`config.mk`:
```
export PLATFORM = sky130hd
export DESIGN_NAME = inst_fetch_arbiter
export DESIGN_NICKNAME = d
export VERILOG_FILES = /design/src/rtl/inst_fetch_arbiter_pkg.sv /design/src/rtl/inst_fetch_arbiter.sv
export SDC_FILE = /design/constraint.sdc
export NUM_CORES = 1
export LEC_CHECK = 0
export BUFFER_PORTS_ARGS = -buffer_cell sky130_fd_sc_hd__buf_2
export CELL_PAD_IN_SITES_DETAIL_PLACEMENT = 1
export CELL_PAD_IN_SITES_GLOBAL_PLACEMENT = 1
export CORE_MARGIN = 1
export CORE_UTILIZATION = 30
export CTS_BUF_LIST = sky130_fd_sc_hd__clkbuf_8
export DETAILED_ROUTE_END_ITERATION = 16
export GPL_TIMING_DRIVEN = 0
export PLACE_DENSITY_LB_ADDON = 0.1
export SYNTH_ARGS = -nofsm -noshare
export SYNTH_HDL_FRONTEND = slang
export SYNTH_SLANG_ARGS = --single-unit
```
`constraint.sdc`:
```
create_clock -name clk -period 2.5 [get_ports clk]
set_input_delay 0.25 -clock clk [delete_from_list [all_inputs] [get_ports clk]]
set_output_delay 0.25 -clock clk [all_outputs]
set_load 0.02 [all_outputs]
```
`src/rtl/inst_fetch_arbiter_pkg.sv`:
```
// Shared constants, state encoding and helpers for the instruction fetch arbiter.
package inst_fetch_arbiter_pkg;

    localparam int unsigned IfArbWaitMax = 4;
    localparam int unsigned IfArbCntW    = 4;

    localparam logic        ChipEnable  = 1'b1;
    localparam logic        ChipDisable = 1'b0;
    localparam logic [31:0] ZeroWord    = 32'h0000_0000;

    typedef enum logic [1:0] {
        IfArbIdle    = 2'b00,
        IfArbRespIf  = 2'b01,
        IfArbRespDbg = 2'b10
    } if_arb_state_e;

    // Word accesses only; any nonzero byte offset is a misaligned access.
    function automatic logic is_misaligned(input logic [1:0] byte_off);
        return byte_off != 2'b00;
    endfunction

endpackage

```
`src/rtl/inst_fetch_arbiter.sv`:
```
// Two-port instruction ROM arbiter: IF fetch port has priority, the debug port
// is guaranteed service after WAIT_LIMIT consecutive lost arbitration cycles.
module inst_fetch_arbiter
    import inst_fetch_arbiter_pkg::*;
#(
    parameter int unsigned ADDR_W     = 32,
    parameter int unsigned DATA_W     = 32,
    parameter int unsigned WAIT_LIMIT = IfArbWaitMax
) (
    input  logic              clk,
    input  logic              rst,
    input  logic              if_req,
    input  logic [ADDR_W-1:0] if_addr,
    output logic              if_ack,
    output logic [DATA_W-1:0] if_inst,
    input  logic              dbg_req,
    input  logic [ADDR_W-1:0] dbg_addr,
    output logic              dbg_ack,
    output logic [DATA_W-1:0] dbg_data,
    output logic              misalign,
    output logic              rom_ce,
    output logic [ADDR_W-1:0] rom_addr,
    input  logic [DATA_W-1:0] rom_inst,
    output logic              stallreq
);

    localparam logic [IfArbCntW-1:0] WaitLimitC = IfArbCntW'(WAIT_LIMIT);
    localparam logic [DATA_W-1:0]    ZeroData   = DATA_W'(ZeroWord);

    if_arb_state_e        state_q, state_d;
    logic [IfArbCntW-1:0] wait_cnt_q, wait_cnt_d;
    logic [DATA_W-1:0]    resp_word_q, resp_word_d;
    logic                 resp_mis_q, resp_mis_d;
    logic                 grant_if, grant_dbg;
    logic [ADDR_W-1:0]    grant_addr;

    // State, starvation counter and response register.
    always_ff @(posedge clk or posedge rst) begin
        if (rst) begin
            state_q     <= IfArbIdle;
            wait_cnt_q  <= '0;
            resp_word_q <= '0;
            resp_mis_q  <= 1'b0;
        end else begin
            state_q     <= state_d;
            wait_cnt_q  <= wait_cnt_d;
            resp_word_q <= resp_word_d;
            resp_mis_q  <= resp_mis_d;
        end
    end

    // Grant decision in IDLE, next state, counter and response capture.
    always_comb begin
        state_d     = state_q;
        wait_cnt_d  = wait_cnt_q;
        resp_word_d = resp_word_q;
        resp_mis_d  = resp_mis_q;
        grant_if    = 1'b0;
        grant_dbg   = 1'b0;
        grant_addr  = '0;

        unique case (state_q)
            IfArbIdle: begin
                if (dbg_req && (!if_req || wait_cnt_q == WaitLimitC)) begin
                    grant_dbg  = 1'b1;
                    grant_addr = dbg_addr;
                    state_d    = IfArbRespDbg;
                    wait_cnt_d = '0;
                end else if (if_req) begin
                    grant_if   = 1'b1;
                    grant_addr = if_addr;
                    state_d    = IfArbRespIf;
                    if (dbg_req && wait_cnt_q < WaitLimitC) begin
                        wait_cnt_d = wait_cnt_q + IfArbCntW'(1);
                    end
                end
                if (!dbg_req) begin
                    wait_cnt_d = '0;
                end
                if (grant_if || grant_dbg) begin
                    resp_mis_d  = is_misaligned(grant_addr[1:0]);
                    resp_word_d = resp_mis_d ? ZeroData : rom_inst;
                end
            end
            IfArbRespIf, IfArbRespDbg: begin
                state_d = IfArbIdle;
            end
            default: begin
                state_d = IfArbIdle;
            end
        endcase
    end

    // ROM port is only driven in the grant cycle and held quiet during reset.
    assign rom_ce   = ((grant_if || grant_dbg) && !rst) ? ChipEnable : ChipDisable;
    assign rom_addr = rst ? '0 : grant_addr;

    // Acks and data decode straight from the state register so reset clears them at once.
    assign if_ack   = (state_q == IfArbRespIf);
    assign dbg_ack  = (state_q == IfArbRespDbg);
    assign if_inst  = if_ack  ? resp_word_q : ZeroData;
    assign dbg_data = dbg_ack ? resp_word_q : ZeroData;
    assign misalign = (if_ack || dbg_ack) && resp_mis_q;
    assign stallreq = if_req && !if_ack;

endmodule

```
==> metrics.yaml <==
drive_gt1_share_pct: 48.91
yosysMostFrequentCell: "and2_1"
critPathLaunchType: "flop"
pwr_density_cell_nw_per_um2: 703.3
end_kind: "output port"
syn_inst: 340
area_growth_pct: 41.21
grt_pass1_vias: 3268
grt_max_degree: 41
max_freq_ghz: 0.4353
grt_pass1_wl_mm: 15.73
yosysTopAreaCellShare_pct: 31.89
final_nets: 652
postSynth.asyncResetShare_pct: 100.0
clock-root-buffer: "clkbuf_8"
cp_max_fo: 10
min_period_over_period_pct: 91.88
routed_wl_mm: 10.19
cts.clk_slew.worst_paths_ns: 0.08
start_util_pct: 31.17
dieArea_um2: 10610
first_pass_iters: 4
maxSlewViolCount: 0
ys_seq_area_share_pct: 31.89
ys.flop_type: "dfrtp_1"
drc: 0
ys_warn_count: 0
ios: 201
cts_tree: "built"
worst_pin_slew_ns: 0.8695
final_area_um2: 4322
die_w_um: 103
viasPerCell: 4.822
holdWs_ns: 0.1229
routedWlPerCell_um: 14.96
clockBufferDepth: 2
insertion_delay_ns: 0.29
ant_nets: 0
cts_buffers: 5
vias: 3284
ys_types: 33
port_buffers: 200
fin_total_pwr_mw: 3.040
run_status: "completed"
drtIter0Drc: 73
htreeDepth: 2
fillers: 1264
hold_viol_final: 0
placed_area_um2: 4228
arrival_ns: 2.05
ys_ff_latch: 39
die_y_um: 103
fin_crit_ns: 2.297
synth_common_cells: "and2_1, dfrtp_1, a21oi_1"
pre_cts_slack_ns: 0.1594
layoutNonFillerInstCount: 681
hold_class: "in2async"
rows: 36
maxCapViolations: 0
cts-hold-fix-buffers: 0
irDropWorstVdd_uv: 284.5
hpwl_mm: 8.100
relSlewSlack_pct: 41.95
core_um2: 9819
grt.overflow.total: 0
place.gp.congestion: 0.7171
cts_setup_buffers: 0
skew_ns: 0.004735
grtUsageTotal_pct: 18.96
p_leak_nw: 2.411
synthesis.area_um2: 3060
yosysTopAreaCell: "dfrtp_1"
synth_edf_count: 0
rsz0062_at_grt: "yes"
setup_slack_ns: 0.2030
clkSinkCount: 39
grt_antenna_before_repair: 0
setup_violations: 0
worstPathRequired_ns: 2.25
syn_nets: 445
netlist_top_cells_area: "dfrtp_1, and2_1, mux2i_1, nor3_2, o211ai_1"
avgSynthCellArea_um2: 9.001
place_inst: 673
crit_type: "reg2out"
antenna-diode-count: 0
==> state kept, by name (all words and copies together) (netlist names) <==
name,flops
resp_word_q,32
state_q,2
resp_mis_q,1
wait_cnt_q,4
==> where the power goes <==
group          total, mW  leakage (nW)  internal, mW  switching, mW
Combinational       1.62          1.86         0.652          0.972
Clock              0.419        0.0453         0.191          0.228
Sequential         0.997         0.504         0.848          0.148
Total               3.04          2.41          1.69           1.35
==> layer usage <==
layer  vias up  GRT usage (%)  routed length [um]
met3        14          3.322                 497
met5         -              0                   0
met1      1535          23.75                4419
met2       106          32.97                5086
met4         0          6.176                 182
li1       1629              -                   -
==> worst max-delay path, stage by stage (launching register included) <==
cell     delay (ns)
dfrtp_1        0.41
inv_1          0.10
ha_2           0.24
buf_2          0.23
nand2_1        0.18
buf_2          0.28
a21oi_1        0.14
buf_2          0.18
==> stage by stage <==
step | utilization [%] | TNS [ns]
after floorplan | - | 0
after global placement | 43.06 | -13.78
after detailed placement | 43.06 | 0
after CTS | 43.92 | 0
after global routing | 44.01 | -0.001686
final | 44.01 | 0
==> cells in the final DEF (no fill, tap or decap), types with 2 or more instances in the layout <==
cell type / count
ha_1: 4
o211ai_1: 32
buf_4: 4
nand3_1: 32
a21oi_1: 35
o21ai_0: 2
and2_1: 65
inv_1: 6
buf_6: 4
dfrtp_1: 39
nand2_1: 3
nor3_2: 30
nor2_1: 3
o22ai_1: 2
mux2i_1: 32
clkbuf_8: 5
nor3_1: 2
inv_2: 2
clkbuf_1: 15
buf_2: 214
==> cell type report <==
class                           count  area (um2)  area share (%)
Timing Repair Buffer              200        1001           23.16
Clock buffer                        5       68.82           1.592
Multi-Input combinational cell    257        1866           43.17
Inverter                            7       26.28          0.6080
Tap cell                          133       166.4           3.851
Sequential cell                    39       975.9           22.58
Buffer                             37       201.4           4.661
Clock inverter                      3       16.27          0.3764
==> cell families after synthesis <==
| kind of cell | after synthesis | synth area share, % |
|---|---|---|
| simple gates | 141 | 31.40 |
| compound gates | 78 | 16.60 |
| buf+inv | 44 | 7.236 |
| mux | 33 | 10.83 |
| flops | 39 | 31.89 |
| fa+ha+maj | 5 | 2.044 |
==> final timing paths <==
check / start / to / slack (ns) / cells past startpoint
max: state_q[0] / rom_addr[10] / 0.20 / 7
min reg2reg: resp_mis_q / resp_mis_q / 0.48 / 1
max in group asynchronous: rst / resp_word_q[31] / 1.82 / 2
min: rst / resp_word_q[3] / 0.12 / 2
min in group clk: rom_inst[27] / resp_word_q[27] / 0.23 / 3
max reg2reg: wait_cnt_q[0] / resp_word_q[9] / 0.70 / 6
==> repair_timing <==
item | CTS | global route
endpoints found under the setup margin | 0 | 30
endpoints found under the hold margin | 0 | 0
resized for setup | 0 | 12
(Power assumes the default switching activity.)
